[src/rtl/ama_riscv_alu_arb_pkg.sv]
// Shared definitions for the two-requester ALU arbiter: requester count,
// ALU operation codes and the bundled operation type.
package ama_riscv_alu_arb_pkg;

  // Number of requesters sharing the ALU and the width of a requester index
  localparam int unsigned ARB_NUM_REQ = 2;
  localparam int unsigned ARB_ID_W    = $clog2(ARB_NUM_REQ);

  // ALU operation codes; codes 11..15 are undefined and yield zero
  localparam logic [3:0] ALU_ADD    = 4'd0;
  localparam logic [3:0] ALU_SUB    = 4'd1;
  localparam logic [3:0] ALU_SLL    = 4'd2;
  localparam logic [3:0] ALU_SRL    = 4'd3;
  localparam logic [3:0] ALU_SRA    = 4'd4;
  localparam logic [3:0] ALU_SLT    = 4'd5;
  localparam logic [3:0] ALU_SLTU   = 4'd6;
  localparam logic [3:0] ALU_XOR    = 4'd7;
  localparam logic [3:0] ALU_OR     = 4'd8;
  localparam logic [3:0] ALU_AND    = 4'd9;
  localparam logic [3:0] ALU_PASS_B = 4'd10;

  // One ALU operation as presented by a requester
  typedef struct packed {
    logic [3:0]  op_sel;
    logic [31:0] a;
    logic [31:0] b;
  } alu_op_t;

endpackage

[src/rtl/ama_riscv_alu.sv]
// Purely combinational RV32 integer ALU shared by the arbiter's requesters.
module ama_riscv_alu
  import ama_riscv_alu_arb_pkg::*;
(
  input  logic [3:0]  op_sel_i,
  input  logic [31:0] a_i,
  input  logic [31:0] b_i,
  output logic [31:0] result_o
);

  logic [4:0] shamt;

  assign shamt = b_i[4:0];

  // Decode the operation; undefined codes produce zero
  always_comb begin
    result_o = 32'h0000_0000;
    case (op_sel_i)
      ALU_ADD:    result_o = a_i + b_i;
      ALU_SUB:    result_o = a_i - b_i;
      ALU_SLL:    result_o = a_i << shamt;
      ALU_SRL:    result_o = a_i >> shamt;
      ALU_SRA:    result_o = $unsigned($signed(a_i) >>> shamt);
      ALU_SLT:    result_o = ($signed(a_i) < $signed(b_i)) ? 32'd1 : 32'd0;
      ALU_SLTU:   result_o = (a_i < b_i) ? 32'd1 : 32'd0;
      ALU_XOR:    result_o = a_i ^ b_i;
      ALU_OR:     result_o = a_i | b_i;
      ALU_AND:    result_o = a_i & b_i;
      ALU_PASS_B: result_o = b_i;
      default:    result_o = 32'h0000_0000;
    endcase
  end

endmodule

[src/rtl/ama_riscv_alu_arb.sv]
// Two-requester arbiter in front of a single ALU. Each requester owns a
// one-entry response slot; a request is accepted only when its slot is empty
// or draining in the same cycle, so a stalled requester never blocks the other.
module ama_riscv_alu_arb
  import ama_riscv_alu_arb_pkg::*;
#(
  parameter int ARB_RR = 1
)(
  input  logic        clk,
  input  logic        rst,
  input  logic        req0_valid,
  output logic        req0_ready,
  input  logic [3:0]  req0_op_sel,
  input  logic [31:0] req0_a,
  input  logic [31:0] req0_b,
  output logic        rsp0_valid,
  input  logic        rsp0_ready,
  output logic [31:0] rsp0_data,
  input  logic        req1_valid,
  output logic        req1_ready,
  input  logic [3:0]  req1_op_sel,
  input  logic [31:0] req1_a,
  input  logic [31:0] req1_b,
  output logic        rsp1_valid,
  input  logic        rsp1_ready,
  output logic [31:0] rsp1_data,
  output logic        grant_id
);

  logic                rsp0_valid_q, rsp0_valid_d;
  logic                rsp1_valid_q, rsp1_valid_d;
  logic [31:0]         rsp0_data_q,  rsp0_data_d;
  logic [31:0]         rsp1_data_q,  rsp1_data_d;
  logic [ARB_ID_W-1:0] ptr_q,        ptr_d;
  logic [ARB_ID_W-1:0] grant_id_q,   grant_id_d;

  logic                elig0, elig1;
  logic                grant_vld;
  logic [ARB_ID_W-1:0] win_id;
  alu_op_t             alu_op;
  logic [31:0]         alu_res;

  // Pick the winner among eligible requesters and steer its operands to the ALU
  always_comb begin
    elig0     = req0_valid & (~rsp0_valid_q | rsp0_ready);
    elig1     = req1_valid & (~rsp1_valid_q | rsp1_ready);
    win_id    = 1'b0;
    if (elig0 && elig1) begin
      win_id = (ARB_RR != 0) ? ptr_q : 1'b0;
    end else if (elig1) begin
      win_id = 1'b1;
    end else begin
      win_id = 1'b0;
    end
    grant_vld  = (elig0 | elig1) & ~rst;
    req0_ready = grant_vld & (win_id == 1'b0);
    req1_ready = grant_vld & (win_id == 1'b1);
    if (win_id == 1'b1) begin
      alu_op = '{op_sel: req1_op_sel, a: req1_a, b: req1_b};
    end else begin
      alu_op = '{op_sel: req0_op_sel, a: req0_a, b: req0_b};
    end
  end

  ama_riscv_alu u_alu (
    .op_sel_i (alu_op.op_sel),
    .a_i      (alu_op.a),
    .b_i      (alu_op.b),
    .result_o (alu_res)
  );

  // Response slot, pointer and debug grant next-state: refill beats drain
  always_comb begin
    rsp0_valid_d = rsp0_valid_q;
    rsp0_data_d  = rsp0_data_q;
    rsp1_valid_d = rsp1_valid_q;
    rsp1_data_d  = rsp1_data_q;
    ptr_d        = ptr_q;
    grant_id_d   = grant_id_q;
    if (req0_ready) begin
      rsp0_valid_d = 1'b1;
      rsp0_data_d  = alu_res;
    end else if (rsp0_ready) begin
      rsp0_valid_d = 1'b0;
    end else begin
      rsp0_valid_d = rsp0_valid_q;
    end
    if (req1_ready) begin
      rsp1_valid_d = 1'b1;
      rsp1_data_d  = alu_res;
    end else if (rsp1_ready) begin
      rsp1_valid_d = 1'b0;
    end else begin
      rsp1_valid_d = rsp1_valid_q;
    end
    if (grant_vld) begin
      ptr_d      = ~win_id;
      grant_id_d = win_id;
    end else begin
      ptr_d      = ptr_q;
      grant_id_d = grant_id_q;
    end
  end

  // State registers with synchronous reset discarding any held results
  always_ff @(posedge clk) begin
    if (rst) begin
      rsp0_valid_q <= 1'b0;
      rsp1_valid_q <= 1'b0;
      rsp0_data_q  <= 32'h0000_0000;
      rsp1_data_q  <= 32'h0000_0000;
      ptr_q        <= 1'b0;
      grant_id_q   <= 1'b0;
    end else begin
      rsp0_valid_q <= rsp0_valid_d;
      rsp1_valid_q <= rsp1_valid_d;
      rsp0_data_q  <= rsp0_data_d;
      rsp1_data_q  <= rsp1_data_d;
      ptr_q        <= ptr_d;
      grant_id_q   <= grant_id_d;
    end
  end

  assign rsp0_valid = rsp0_valid_q;
  assign rsp1_valid = rsp1_valid_q;
  assign rsp0_data  = rsp0_data_q;
  assign rsp1_data  = rsp1_data_q;
  assign grant_id   = grant_id_q;

endmodule
[config.mk]
export PLATFORM = sky130hd
export DESIGN_NAME = ama_riscv_alu_arb
export DESIGN_NICKNAME = d
export VERILOG_FILES = /design/src/rtl/ama_riscv_alu_arb_pkg.sv /design/src/rtl/ama_riscv_alu.sv /design/src/rtl/ama_riscv_alu_arb.sv
export SDC_FILE = /design/constraint.sdc
export NUM_CORES = 1
export LEC_CHECK = 0
export BUFFER_PORTS_ARGS = -buffer_cell sky130_fd_sc_hd__buf_2
export CAP_MARGIN = 5
export CORE_UTILIZATION = 25
export CTS_CLUSTER_DIAMETER = 200
export DETAILED_ROUTE_END_ITERATION = 6
export PLACE_DENSITY = 0.43
export SETUP_SLACK_MARGIN = 0.2
export SYNTH_ARGS = -nofsm -noshare
export SYNTH_HDL_FRONTEND = slang
export SYNTH_SLANG_ARGS = --single-unit
[constraint.sdc]
create_clock -name clk -period 5.8 [get_ports clk]
set_input_delay 1.16 -clock clk [delete_from_list [all_inputs] [get_ports clk]]
set_output_delay 1.16 -clock clk [all_outputs]
set_load 0.02 [all_outputs]
==> flow_metrics.tcl <==
set metrics [dict create \
    critPathKind "in -> reg" \
    critPathLaunchType "primary input" \
    ant_nets 0 \
    drv_cap 0 \
    hold_path.class "reg -> reg" \
    drt_iter0_drc 1890 \
    grt_usage_pct 26.87 \
    wire_per_inst_um 27.50 \
    area_growth_pct 17.89 \
    die_y_um 252.0 \
    syn_avg_cell_area_um2 7.156 \
    dieArea_um2 63490 \
    synthFlopType "dfxtp_1" \
    grt_pass1_wl_um 126700 \
    root_buffer "clkbuf_16" \
    cts_sinks 68 \
    synthCells 2183 \
    antennaDiodeCount 0 \
    layout-drive-gt1-share_pct 22.97 \
    seq_area_um2 1361 \
    status "completed" \
    synth_seq_area_share_pct 8.714 \
    initial_core_util_pct 25.31 \
    drt-total-wl_um 88380 \
    ys_async_sr_fraction_pct 0 \
    drc 0 \
    worstMarginPinSlew_ns 1.031 \
    final.setup_skew_ns 0.008192 \
    vias_per_cell 5.737 \
    hold_buffers 0 \
    clock_path_buffers 2 \
    setup_violations 0 \
    relSlewSlack_pct 29.79 \
    rsz0062_at_grt "no" \
    power.density_nw_per_um2 213.4 \
    cp-end-kind "flop" \
    maxSlewViolCount 0 \
    slowest_delay_ns 0.59 \
    stdcell_count 3214 \
    leakage_nw 8.001 \
    timing.hold.ws_ns 0.4574 \
    multi_input_area_um2 13040 \
    ioPinCount 211 \
    path_clk_slew_ns 0.06 \
    htree_num_levels 3 \
    crit_slowest_cell "a221oi_1" \
    core_um2 61710 \
    port_buffers 210 \
    crit_top_cell "buf_4" \
    vdd_drop_max_mv 0.1146 \
    layout.nets 2615 \
    yosysUniqueCellTypes 105 \
    crit_chain "buf_2 > nand2b_1 > buf_4 > o211a_4 > buf_4 > mux2i_1 > inv_1 > ha_1 > nand4_1 > nor4_1 > buf_4 > o221ai_1 > nand3_1 > buf_4 > a31oi_1 > xnor2_1 > a221oi_1 > buf_4 > o21ai_1" \
    die_w_um 252.0 \
    critical_path_arrival_ns 5.65 \
    crit_required_ns 6.01 \
    dp_cells 3196 \
    place_area_um2 18040 \
    period_needed_ns 5.435 \
    synth_fp_nets 2426 \
    vias 18440 \
    fmaxAchievable_mhz 184.0 \
    grt_pass1_vias 17700 \
    netlist_area_um2 15620 \
    grt_max_degree 102 \
    crit_fanout 9 \
    worstSkewPairLatency_ns 0.35 \
    numCtsBuffers 9 \
    final_cell_area_um2 18420 \
    cts_tree "yes" \
    ys_seq_elements 68 \
    fin_crit_sh_pct 93.71 \
    worst_slack_ns 0.3647 \
    finalHoldViolCount 0 \
    synth_warnings 0 \
    overflow 0 \
    rows 91 \
    synth_edf_count 0 \
    pre_cts_ws_ns -0.04533 \
    drt_pass1_iterations 6 \
    fillCellCount 6888 \
    antenna_found_initial 1 \
    place.gp.congestion 0.9720 \
    dp.final_hpwl_um 71600 \
]
[metrics by stage]
| step | setup TNS (ns) | power, mW | util, % |
|---|---|---|---|
| 2_1_floorplan | 0 | 2.182 | - |
| 5_1_grt | 0 | 4.136 | 29.84 |
| 4_1_cts | 0 | 3.896 | 29.77 |
| 3_3_place_gp | 0 | 3.290 | 29.24 |
| 6_report | 0 | 3.930 | 29.84 |
| 3_5_place_dp | -0.08817 | 3.283 | 29.24 |
[critical path: cells and delay by family]
family / cells / cell delay, ns
buf+inv: 7 / 1.20
fa+ha+maj: 1 / 0.46
xor+xnor: 1 / 0.14
compound gates: 5 / 1.25
mux: 1 / 0.36
simple gates: 4 / 1.04
[cells in the final DEF, fill, tap and decap left out, types with 19 or more instances in the layout]
cell,instances
buf_2,208
nand3_1,99
mux2i_1,183
nor3_1,50
ha_1,99
dfxtp_1,68
o21ai_0,116
nor2b_1,23
o21bai_1,22
a31oi_1,29
mux2_2,74
nand4_1,19
buf_4,146
nor4_1,24
nor2_1,167
mux4_2,19
o211ai_1,47
inv_1,95
nand2_1,270
a21oi_1,153
a211oi_1,47
[cells in the mapped netlist, types with 17 or more instances]
library cell / instances / share of area (%)
a22oi_1: 17 / 0.82
dfxtp_1: 68 / 8.7
ha_1: 99 / 7.9
buf_2: 76 / 2.4
a31oi_1: 29 / 1.2
a21o_1: 18 / 0.87
and3_1: 18 / 0.72
nand4_1: 19 / 0.76
nor4_1: 24 / 0.96
mux2_2: 74 / 5.3
nand3_1: 99 / 3.2
nand2_1: 270 / 6.5
o211ai_1: 47 / 2.3
nor2_1: 167 / 4.0
inv_1: 95 / 2.3
a211oi_1: 47 / 2.3
o21bai_1: 22 / 1.1
a21oi_1: 153 / 4.9
o21ai_1: 18 / 0.58
mux2i_1: 188 / 12
nor3_1: 51 / 1.6
clkbuf_1: 71 / 1.7
mux4_2: 19 / 2.7
nor2b_1: 23 / 0.92
o21ai_0: 116 / 3.7
[path summary, 6_finish.rpt]
path	start	end	slack, ns	depth (start not counted)
max	rsp1_ready	rsp0_data[22]	0.36	19
min	rsp0_data[6]	rsp0_data[6]	0.46	2
max reg2reg	rsp1_valid	rsp0_data[22]	0.97	18
min reg2reg	rsp0_data[6]	rsp0_data[6]	0.46	2
[layer usage]
layer  up-vias  GRT usage [%]  wire length [µm]
li1       8523              -                 -
met1      9044          36.03             39190
met2       750          42.98             39570
met3       121          2.466              4858
met4         0          13.18              4756
met5         -              0                 0
[kinds of logic after synthesis]
| group | Yosys count | share of synthesized area [%] |
|---|---|---|
| muxes | 296 | 21.87 |
| and+or+nand+nor | 757 | 22.80 |
| DFF | 68 | 8.714 |
| AOI/OAI and AO/OA | 661 | 29.03 |
| buffers and inverters | 283 | 8.450 |
| adders and majority gates | 101 | 8.186 |
| xor gates and xnor gates | 17 | 0.9532 |
[flip-flops by register name (all words and copies together) (netlist names)]
name and cells:
rsp0_data 32, rsp1_data 32, grant_id 1, ptr_q 1, rsp0_valid 1, rsp1_valid 1
[power breakdown]
part / switching [mW] / internal, mW / total [mW]
Sequential: 0.0309 / 0.529 / 0.560
Combinational: 1.82 / 0.956 / 2.77
Clock: 0.219 / 0.378 / 0.597
Total: 2.07 / 1.86 / 3.93
[layout make-up]
class / count / share of cell area, %
Clock inverter: 7 / 0.5368
Clock buffer: 9 / 1.223
Inverter: 101 / 2.072
Timing Repair Buffer: 360 / 12.30
Sequential cell: 68 / 7.392
Multi-Input combinational cell: 1832 / 70.79
Tap cell: 837 / 5.687
[what timing repair did]
| action | 4_1_cts | 5_1_grt |
|---|---|---|
| buffers inserted | 0 | 2 |
| setup endpoints to repair | 0 | 6 |
| gates resized for setup | 0 | 3 |
| endpoints found under the hold margin | 0 | 0 |
Note: power is estimated with default switching activity, not from simulation.
